**src/rtl/ctech_lib_cdc_bus_tx.sv**
```systemverilog
// rtl/ctech_lib_cdc_bus_tx.sv - source-domain transmit end of a req/ack bus crossing
// Launches a word from flops on tx_req and holds it until the synchronized ack returns.
module ctech_lib_cdc_bus_tx #(
    parameter int WIDTH       = 8,
    parameter int SYNC_STAGES = 2,
    parameter int FOUR_PHASE  = 0
) (
    input  logic             clk,
    input  logic             rst,
    input  logic             in_valid,
    input  logic [WIDTH-1:0] in_data,
    output logic             in_ready,
    output logic             tx_req,
    output logic [WIDTH-1:0] tx_data,
    input  logic             tx_ack_async,
    output logic             busy,
    output logic             err
);

    generate
        if (SYNC_STAGES < 2) begin : g_sync_stages_check
            $error("ctech_lib_cdc_bus_tx: SYNC_STAGES must be >= 2");
        end
    endgenerate

    localparam bit FOUR_PH = (FOUR_PHASE != 0);

    // Two-phase mode reuses ST_WAIT_HI as its single wait state.
    typedef enum logic [1:0] {
        ST_IDLE    = 2'd0,
        ST_WAIT_HI = 2'd1,
        ST_WAIT_LO = 2'd2
    } state_t;

    state_t                 state_q, state_d;
    logic                   req_q, req_d;
    logic [WIDTH-1:0]       data_q, data_d;
    logic                   err_q, err_d;
    logic [SYNC_STAGES-1:0] ack_sync_q;
    logic                   ack_s;
    logic                   idle_ack_exp;

    assign ack_s        = ack_sync_q[SYNC_STAGES-1];
    assign idle_ack_exp = FOUR_PH ? 1'b0 : req_q;

    always_ff @(posedge clk or posedge rst) begin
        if (rst) begin
            state_q    <= ST_IDLE;
            req_q      <= 1'b0;
            data_q     <= '0;
            err_q      <= 1'b0;
            ack_sync_q <= '0;
        end else begin
            state_q    <= state_d;
            req_q      <= req_d;
            data_q     <= data_d;
            err_q      <= err_d;
            ack_sync_q <= {ack_sync_q[SYNC_STAGES-2:0], tx_ack_async};
        end
    end

    always_comb begin
        state_d = state_q;
        req_d   = req_q;
        data_d  = data_q;
        err_d   = err_q;
        unique case (state_q)
            ST_IDLE: begin
                // An ack moving while nothing is outstanding is a protocol fault; flag it but keep running.
                if (ack_s != idle_ack_exp) begin
                    err_d = 1'b1;
                end
                if (in_valid) begin
                    data_d  = in_data;
                    req_d   = FOUR_PH ? 1'b1 : ~req_q;
                    state_d = ST_WAIT_HI;
                end
            end
            ST_WAIT_HI: begin
                if (FOUR_PH) begin
                    if (ack_s) begin
                        req_d   = 1'b0;
                        state_d = ST_WAIT_LO;
                    end
                end else if (ack_s == req_q) begin
                    state_d = ST_IDLE;
                end
            end
            ST_WAIT_LO: begin
                if (!ack_s) begin
                    state_d = ST_IDLE;
                end
            end
            default: begin
                state_d = ST_IDLE;
            end
        endcase
    end

    assign in_ready = (state_q == ST_IDLE);
    assign busy     = (state_q != ST_IDLE);
    assign tx_req   = req_q;
    assign tx_data  = data_q;
    assign err      = err_q;

endmodule

```
**config.mk**
```make
export PLATFORM = sky130hd
export DESIGN_NAME = ctech_lib_cdc_bus_tx
export DESIGN_NICKNAME = d
export VERILOG_FILES = /design/src/rtl/ctech_lib_cdc_bus_tx.sv
export SDC_FILE = /design/constraint.sdc
export NUM_CORES = 1
export LEC_CHECK = 0
export BUFFER_PORTS_ARGS = -buffer_cell sky130_fd_sc_hd__buf_2
export CAP_MARGIN = 20
export CORE_UTILIZATION = 35
export CTS_CLUSTER_SIZE = 20
export DETAILED_ROUTE_END_ITERATION = 12
export GPL_ROUTABILITY_DRIVEN = 0
export PLACE_DENSITY = 0.65
export RECOVER_POWER = 50
export SYNTH_ARGS = -nofsm -noshare
export SYNTH_HDL_FRONTEND = slang
export SYNTH_SLANG_ARGS = --single-unit
```
**constraint.sdc**
```tcl
create_clock -name clk -period 3.45 [get_ports clk]
set_input_delay 0.5175 -clock clk [delete_from_list [all_inputs] [get_ports clk]]
set_output_delay 0.5175 -clock clk [all_outputs]
set_load 0.02 [all_outputs]
```
# After elaboration in Yosys (flattened, before gate mapping)
# Index checks and enable logic that the tools add are counted.
# W data, S select, Z words.
dict set report classes {
  reduce_logical 5
  bitwise_logic 1
  n_mux 4
  eq_ne 7
}
# operator count
set op_table {}
lappend op_table {{$mux W2} 3}
lappend op_table {{$ne A2 B2 Y1 const B} 3}
lappend op_table {{$pmux W2 S3} 1}
lappend op_table {{$reduce_and A2 Y1} 2}
lappend op_table {{$reduce_and A3 Y1} 1}
lappend op_table {{$eq A2 B1 Y1 const B} 1}
lappend op_table {{$eq A2 B2 Y1 const B} 1}
lappend op_table {{$logic_not A2 Y1} 1}
lappend op_table {{$reduce_bool A2 Y1} 1}
lappend op_table {{$eq A1 B1 Y1} 1}
lappend op_table {{$ne A1 B1 Y1} 1}
lappend op_table {{$not A1 Y1} 1}
dict set report totals {
  ff_bits 14
}

# Logic depth before layout (Yosys ltp)
# Gate-level depths: netlist (run 1).
dict set report logic_depth {
  word_depth 3
  depth_mapped 3
  depth_no_buf 2
}

# Worst setup path after synthesis (run 1)
# Ideal clock, no wire load.
dict set report synth_path {
  path_type {input port to flip-flop}
  startpoint {input in_valid}
  endpoint {register data_q[0], in the netlist tx_data[0]}
  setup_ps 125
  path_slack_ps 2207
  cell_stages 3
  t_arrival_ps 1118
  required_ps 3325
  path_cell_list {nor2b_1 buf_6 mux2_4}
}
dict set report synth_between {
  elab_chain_cells 1
}
# element line
set synth_rtl {}
lappend synth_rtl {{start, declared} 10} ;# input logic in_valid,
lappend synth_rtl {{$reduce_and A2 Y1 (no line)} --}
lappend synth_rtl {{end signal, assigned} 56} ;# data_q <= data_d;
lappend synth_rtl {{end, declared} 37} ;# logic [WIDTH-1:0] data_q, data_d;
# Every way passes these cells.
# A chain may end at the register's enable or synchronous reset.

# Worst setup path after layout (run 1)
dict set report layout_path {
  startpoint {register state_q[0]}
  endpoint {register data_q[4], in the netlist tx_data[4]}
}
dict set report layout_between {
  elab_chain_cells 2
}
# element line
set layout_rtl {}
lappend layout_rtl {{start, declared} 35} ;# state_t state_q, state_d;
lappend layout_rtl {{start signal, assigned} 54} ;# state_q <= state_d;
lappend layout_rtl {{$logic_not A2 Y1} 67} ;# unique case (state_q)
lappend layout_rtl {{$reduce_and A2 Y1 (no line)} --}
# Every way passes these cells.

==> results of run 1 <==
[layout by cell type, fill, tap and decap left out]
cell type / netlist / routed
buf_2: 0 / 23
mux2_4: 8 / 6
dfrtp_1: 13 / 13
clkbuf_4: 0 / 3
inv_1: 2 / 2
mux2_2: 0 / 1
o21bai_1: 2 / 2
clkbuf_1: 0 / 2
xor2_1: 1 / 1
xnor2_1: 1 / 1
mux2_1: 0 / 1
nor2b_1: 1 / 1
[flip-flops by register name, summed over array words and instances (netlist names)]
signal      cells
tx_data         8
tx_req          1
state_q         1
ack_sync_q      2
err             1
[area by class of cell]
type                       count  area, um2  share of cell area, %
multi-input combinational     13        151                   23.4
timing repair buffer          24        119                   18.3
inverter                       2       7.51                   1.16
clock buffer                   4       26.3                   4.05
sequential                    13        325                   50.2
tap                           15       18.8                   2.90
[power groups by stage]
stage | clock network, uW | registers [uW] | logic [uW]
floorplan | 0 | 328 | 128
global placement | 0 | 255 | 279
detailed placement | 0 | 253 | 283
CTS | 90.2 | 252 | 284
global route | 99.2 | 260 | 290
finish | 87.6 | 249 | 271
[kinds of logic (layout without fill, tap and decap cells)]
group	Yosys count	in the layout	synth area share, %
buf+inv	3	30	3.73
mux	8	8	23.9
compound gates	2	2	2.98
xor+xnor	2	2	3.48
simple gates	1	1	1.24
flops	13	13	64.7
[stage by stage]
stage	worst slack (ns)	area (um2)	utilization, %	hold slack, ns	std cells
after floorplan	2.21	503	-	0.331	29
after global placement	1.51	626	47.5	0.332	66
after detailed placement	1.49	626	47.5	0.346	66
after CTS	1.69	652	49.5	0.267	70
after global routing	1.76	648	49.2	0.290	71
final	1.88	648	49.2	0.250	71
[Yosys cell counts]
library cell and count:
mux2_4 8, xor2_1 1, inv_1 2, buf_6 1, o21bai_1 2, xnor2_1 1, nor2b_1 1, dfrtp_1 13
[worst max path at each step]
stage,startpoint,endpoint,depth (start not counted)
2_1_floorplan,in_valid,tx_data[0]$_DFFE_PP0P_,3
5_1_grt,state_q[0]$_DFFE_PP0P_,tx_data[4]$_DFFE_PP0P_,3
3_3_place_gp,in_valid,tx_data[6]$_DFFE_PP0P_,3
4_1_cts,state_q[0]$_DFFE_PP0P_,tx_data[4]$_DFFE_PP0P_,2
3_5_place_dp,in_valid,tx_data[3]$_DFFE_PP0P_,3
6_report,state_q[0]$_DFFE_PP0P_,tx_data[4]$_DFFE_PP0P_,3
[critical path, delay by kind of cell (launching register included)]
kind / cells / cell delay, ns
muxes: 1 / 0.35
DFF: 1 / 0.41
and+or+nand+nor: 1 / 0.23
buffers and inverters: 1 / 0.47
[per-layer routing]
| metal | track usage, % | part of all wire, % | up-vias |
|---|---|---|---|
| li1 | - | - | 150 |
| met5 | 0 | 0 | - |
| met1 | 17.0 | 46 | 149 |
| met2 | 14.1 | 47 | 11 |
| met3 | 5.68 | 5.9 | 2 |
| met4 | 5.17 | 0.80 | 0 |
==> reports/qor.yml, run 1 <==
grt_pass1_wl_um: 1160
cts_buffers: 3
fillers: 120
syn-num-nets: 41
start_kind: "flip-flop"
grt_max_degree: 14
worst_pin_slew_ns: 0.552
synth_seq_cells: 13
p_comb_share_pct: 44.6
clk_latency_ns: 0.26
via_per_inst: 4.39
vdd_drop_max_mv: 0.464
hold_violations: 0
rsz0062_at_grt: "no"
cts_buffer_depth: 2
p_seq_share_pct: 41.0
r2r-start: "state_q[0]$_DFFE_PP0P_"
synth.largest_area_cell: "dfrtp_1"
die_area_um2: 1590
syn_area_per_cell_um2: 17.3
grt_pass1_vias: 268
globalRouteOverflowTotal: 0
dr_total_vias: 312
yosysUniqueCellTypes: 8
fmax_mhz: 639
antenna_found_initial: 0
cp-end-kind: "flip-flop"
nNetsFinal: 69
areaGrowthSynthToFinish_pct: 28.9
p_leak_uw: 0.000333
ys_seq_area_share_pct: 64.7
worst-setup-path-type: "flip-flop to flip-flop"
skew_ns: 0.00351
cts_tree: "yes"
cts_resized: 0
ctsHoldBuffers: 0
final_antenna_net_count: 0
max_slew_margin_pct: 63.2
required_ns: 3.60
reg2reg_depth: 3
power.internal_uw: 383
diodes: 0
htree_levels: 1
netlist_instances: 29
drt-pass1-iter-count: 1
io_pins: 24
path_clk_slew_ns: 0.07
cts.sinks: 13
syn-cell-area_um2: 503
crit_chain: "nor2b_1, clkbuf_1, mux2_4"
fp.coreArea_um2: 1320
hp-class: "primary input to async pin"
die_w_um: 39.9
power_switching_share_pct: 37.1
switchingPower_uw: 225
worst_path_max_delay_cell: "clkbuf_1"
die_h_um: 39.9
wl_per_cell_um: 10.5
rows: 13
p_clk_share_pct: 14.4
power_density_nw_per_um2: 938
cts_setup_buffers: 0
setup_violations: 0
synth_warnings: 0
power_uw: 608
timing.final.crit_share_pct: 45.4
worstReg2RegEnd: "tx_data[4]$_DFFE_PP0P_"
drive_above_1_share_pct: 58.9
min_period_ns: 1.57
cts-root-buf: "clkbuf_4"
drv_slew: 0
crit_fanout: 8
drt_iter0_markers: 0
drcViolationCount: 0
finalWirelength_um: 746
maxCapViolations: 0
ys_top_cells_by_area: "dfrtp_1, mux2_4, o21bai_1"
start_util_pct: 38.2
status: "finished, final reports clean"
crit_arrival_ns: 1.72
io_buffers: 23
grt_usage_pct: 11.7
max_stage_delay_ns: 0.47
yosys.area.top_type_share_pct: 64.7
ff2ff_setup_slack_ns: 1.88
setup_tns_ns: 0
Note: power is estimated with default switching activity, not from simulation.
==> run 2: changes to the inputs <==
==> constraint.sdc (replaced) <==
create_clock -name clk -period 1.6 [get_ports clk]
set_input_delay 0.24 -clock clk [delete_from_list [all_inputs] [get_ports clk]]
set_output_delay 0.24 -clock clk [all_outputs]
set_load 0.02 [all_outputs]
==> run 2 against run 1 <==
Effect of this change: global-route usage grew 0.30 points; combinational power grew 130%; worst setup slack lost 1.5 ns; clock skew shrank 0.0021 ns; critical path type unchanged.
==> reports/qor.yml, run 2 (synthesis results as in run 1) <==
status: "finished, final reports clean"
antenna_found_initial: 0
cp-end-kind: "flip-flop"
cp_num_buf_inv: 1
required_ns: 1.75
cts-root-buf: "clkbuf_4"
nNetsFinal: 70
diodes: 0
fmax_mhz: 850
cts.sinks: 13
drt_iter0_markers: 3
crit_fanout: 10
rows: 13
hp-class: "primary input to flip-flop"
areaGrowthSynthToFinish_pct: 32.8
globalRouteOverflowTotal: 0
path_delay_family: "flip-flops"
cts_buffer_depth: 2
dr_total_vias: 308
via_per_inst: 4.28
whs_ns: 0.0753
min_period_ns: 1.18
fillers: 131
layout_commonest_cell: "buf_2"
rsz0062_at_grt: "no"
clk_latency_ns: 0.27
start_util_pct: 38.2
maxCapViolations: 0
grt_usage_pct: 12.0
vdd_drop_max_mv: 0.865
power_density_nw_per_um2: 2040
path_clk_slew_ns: 0.07
cts_tree: "yes"
finalWirelength_um: 858
hold_depth: 1
start_kind: "flip-flop"
io_pins: 24
worst_path_max_delay_cell: "dfrtp_1"
drive_above_1_share_pct: 59.6
drcViolationCount: 0
p_leak_uw: 0.000347
worst-path-stages: 3
hold_violations: 0
setup_tns_ns: 0
worst-setup-path-type: "flip-flop to flip-flop"
cts_buffers: 3
grt_pass1_wl_um: 1150
die_h_um: 39.9
r2r-start: "state_q[0]$_DFFE_PP0P_"
timing.final.crit_share_pct: 73.5
crit_arrival_ns: 1.33
drv_slew: 0
die_area_um2: 1590
mostFrequentLayoutCells: "buf_2, dfrtp_1, mux2_4"
grt_pass1_vias: 279
cts_resized: 0
die_w_um: 39.9
hp-start: "tx_ack_async"
grt_max_degree: 14
reg2reg_depth: 3
max_slew_margin_pct: 68.9
worst_pin_slew_ns: 0.466
max_stage_delay_ns: 0.41
crit_chain: "nor2b_1, buf_4, mux2_4"
htree_levels: 1
drt-pass1-iter-count: 2
setup_violations: 0
skew_ns: 0.00146
crit_start: "state_q[0]$_DFFE_PP0P_"
largest_reg_flops: 8
final_antenna_net_count: 0
wl_per_cell_um: 11.9
io_buffers: 23
fp.coreArea_um2: 1320
-- run 2: per-stage QoR --
step	instances	worst slack [ns]	utilization (%)	power [uW]	area, um2
2_1_floorplan	29	0.396	-	983	503
3_3_place_gp	67	0.457	48.1	1160	633
3_5_place_dp	67	0.423	48.1	1180	633
4_1_cts	72	0.410	50.8	1380	669
5_1_grt	72	0.365	50.7	1440	668
6_report	72	0.424	50.7	1360	668
-- run 2: what timing repair did --
| action | 4_1_cts | 5_1_grt |
|---|---|---|
| hold buffers | 1 | 0 |
| endpoints found under the hold margin | 13 | 0 |
| buffers inserted | 0 | 0 |
-- run 2: final timing paths --
kind / slack, ns / end
max in group asynchronous: 0.77 / tx_data[6]$_DFFE_PP0P_
worst max register to register: 0.42 / tx_data[1]$_DFFE_PP0P_
worst min-delay path: 0.08 / ack_sync_q[0]$_DFF_PP0_
min in group asynchronous: 0.52 / tx_data[7]$_DFFE_PP0P_
worst min register to register: 0.36 / ack_sync_q[1]$_DFF_PP0_
worst max-delay path: 0.42 / tx_data[1]$_DFFE_PP0P_
-- run 2: area by class of cell --
type | instances | area (um2) | share of cell area (%)
clock buffer | 4 | 26.3 | 3.93
inverter | 2 | 7.51 | 1.12
multi-input combinational | 13 | 159 | 23.8
sequential | 13 | 325 | 48.7
tap | 15 | 18.8 | 2.81
timing repair buffer | 25 | 131 | 19.7
-- run 2: layer usage --
| layer | global-route usage [%] | part of all wire, % | wire length (um) |
|---|---|---|---|
| met1 | 15.1 | 42 | 357 |
| met2 | 17.7 | 54 | 460 |
| met3 | 3.41 | 4.7 | 40 |
| met4 | 7.76 | 0 | 0 |
| met5 | 0 | 0 | 0 |
-- run 2: worst register-to-register path: cells and delay by family, from the launching register on --
family / cells / cell delay (ns)
flops: 1 / 0.41
mux: 1 / 0.32
buf+inv: 1 / 0.22
simple gates: 1 / 0.11
-- run 2: where the power goes --
group | switching, uW | internal [uW]
registers | 86.9 | 461
clock network | 97.6 | 96.5
logic | 324 | 294
==> run 3: changes to the inputs <==
--- a/config.mk
+++ b/config.mk
@@ -11,7 +11,7 @@
 export CTS_CLUSTER_SIZE = 20
 export DETAILED_ROUTE_END_ITERATION = 12
 export GPL_ROUTABILITY_DRIVEN = 0
-export PLACE_DENSITY = 0.65
+export PLACE_DENSITY = 0.68
 export RECOVER_POWER = 50
 export SYNTH_ARGS = -nofsm -noshare
 export SYNTH_HDL_FRONTEND = slang
==> constraint.sdc (replaced) <==
create_clock -name clk -period 0.95 [get_ports clk]
set_input_delay 0.1425 -clock clk [delete_from_list [all_inputs] [get_ports clk]]
set_output_delay 0.1425 -clock clk [all_outputs]
set_load 0.02 [all_outputs]
==> run 3 against run 2 <==
Effect of this change: the flow now finishes with violations (negative setup slack); non-clock buffer count grew 9; critical path depth unchanged; sequential share of layout area is 10 points lower; clock power up 68%; die area did not move.
==> reports/qor.yml, run 3 (synthesis results as in run 1) <==
cts-root-buf: "clkbuf_4"
drive_above_1_share_pct: 71.2
setup_violations: 12
power_density_nw_per_um2: 3480
hp-class: "primary input to flip-flop"
max_slew_margin_pct: 68.4
start_kind: "flip-flop"
worst-setup-path-type: "flip-flop to primary output"
reg2reg_depth: 3
crit_fanout: 3
fp.coreArea_um2: 1320
drcViolationCount: 0
finalWirelength_um: 892
path_clk_slew_ns: 0.07
vdd_drop_max_mv: 1.82
drv_slew: 0
placed_cell_area_um2: 657
maxCapViolations: 0
finalCoreUtilization_pct: 64.4
mostFrequentLayoutCells: "buf_6, dfrtp_1, buf_2"
io_buffers: 23
rows: 13
globalRouteOverflowTotal: 0
grt_usage_pct: 13.6
cts_tree: "yes"
diodes: 0
timing.final.crit_share_pct: 118
skew_ns: 0.00109
fmax_mhz: 889
crit_arrival_ns: 0.98
die_w_um: 39.9
cts_buffer_depth: 2
drt-pass1-iter-count: 2
areaGrowthSynthToFinish_pct: 68.7
antenna_found_initial: 0
htree_levels: 1
cp-end-kind: "primary output"
via_per_inst: 4.40
worst_pin_slew_ns: 0.473
cts_buffers: 3
whs_ns: 0.100
hold_violations: 0
cts.sinks: 13
layout_commonest_cell: "buf_6"
violations: "negative setup slack"
nNetsFinal: 79
required_ns: 0.81
setup_tns_ns: -1.69
io_pins: 24
rsz0062_at_grt: "yes"
die_h_um: 39.9
grt_pass1_wl_um: 1360
grt_max_degree: 14
dr_total_vias: 356
start_util_pct: 38.2
final_antenna_net_count: 0
p_leak_uw: 0.000432
finalWorstSetupSlack_ns: -0.175
clk_latency_ns: 0.27
hold_depth: 2
min_period_ns: 1.13
grt_pass1_vias: 343
status: "finished, violations left"
wl_per_cell_um: 11.0
drt_iter0_markers: 2
die_area_um2: 1590
largest_reg_flops: 8
design_area_um2: 848
## run 3: changes by cell type in the layout (fill, tap and decap cells not counted), sizes merged
| cell | previous run | this run |
|---|---|---|
| buf | 23 | 32 |
| clkbuf | 5 | 4 |
| dlygate4sd3 | 1 | 2 |
## run 3: critical path, stage by stage (launching register included)
cell,delay [ns]
dfrtp_2,0.43
buf_6,0.13
inv_4,0.05
buf_6,0.10
## run 3: area by class of cell
class / instances / area [um2]
flip-flops and latches: 13 / 327
repair buffers: 34 / 293
inverters: 2 / 10.0
well taps: 15 / 18.8
clock buffers: 4 / 26.3
multi-input cells: 13 / 174
fillers: 106 / 469
## run 3: routing by layer
layer  up-vias  wire [um]  track usage (%)
li1        168          -                -
met1       173        369             16.5
met2        15        465             21.4
met3         0         57             3.98
met4         0          0             7.76
met5         -          0                0
## run 3: worst paths after layout
path	slack, ns	end	start
max reg2reg	-0.17	tx_data[2]$_DFFE_PP0P_	state_q[0]$_DFFE_PP0P_
min	0.10	tx_data[0]$_DFFE_PP0P_	in_data[0]
max	-0.18	in_ready	state_q[0]$_DFFE_PP0P_
max in group asynchronous	0.18	state_q[0]$_DFFE_PP0P_	rst
min in group asynchronous	0.43	tx_data[5]$_DFFE_PP0P_	rst
min reg2reg	0.35	ack_sync_q[1]$_DFF_PP0_	ack_sync_q[0]$_DFF_PP0_
## run 3: stage by stage
step	total power [uW]	cells	worst slack [ns]
floorplan	1660	29	-0.229
global placement	2020	70	-0.168
detailed placement	2040	70	-0.188
CTS	2830	78	-0.182
global route	3130	81	-0.210
finish	2960	81	-0.175
## run 3: power by group
group	internal (uW)	leakage, uW	total (uW)	switching [uW]
Sequential	783	0.000148	956	173
Combinational	1020	0.000269	1680	654
Clock	162	0.0000150	325	162
Total	1970	0.000432	2960	989
## run 3: what timing repair did
item / 4_1_cts / 5_1_grt
pin swaps: 0 / 1
resized for setup: 28 / 5
buffers inserted: 2 / 3
hold buffers: 2 / 0
endpoints found under the hold margin: 14 / 0
endpoints found under the setup margin: 22 / 23
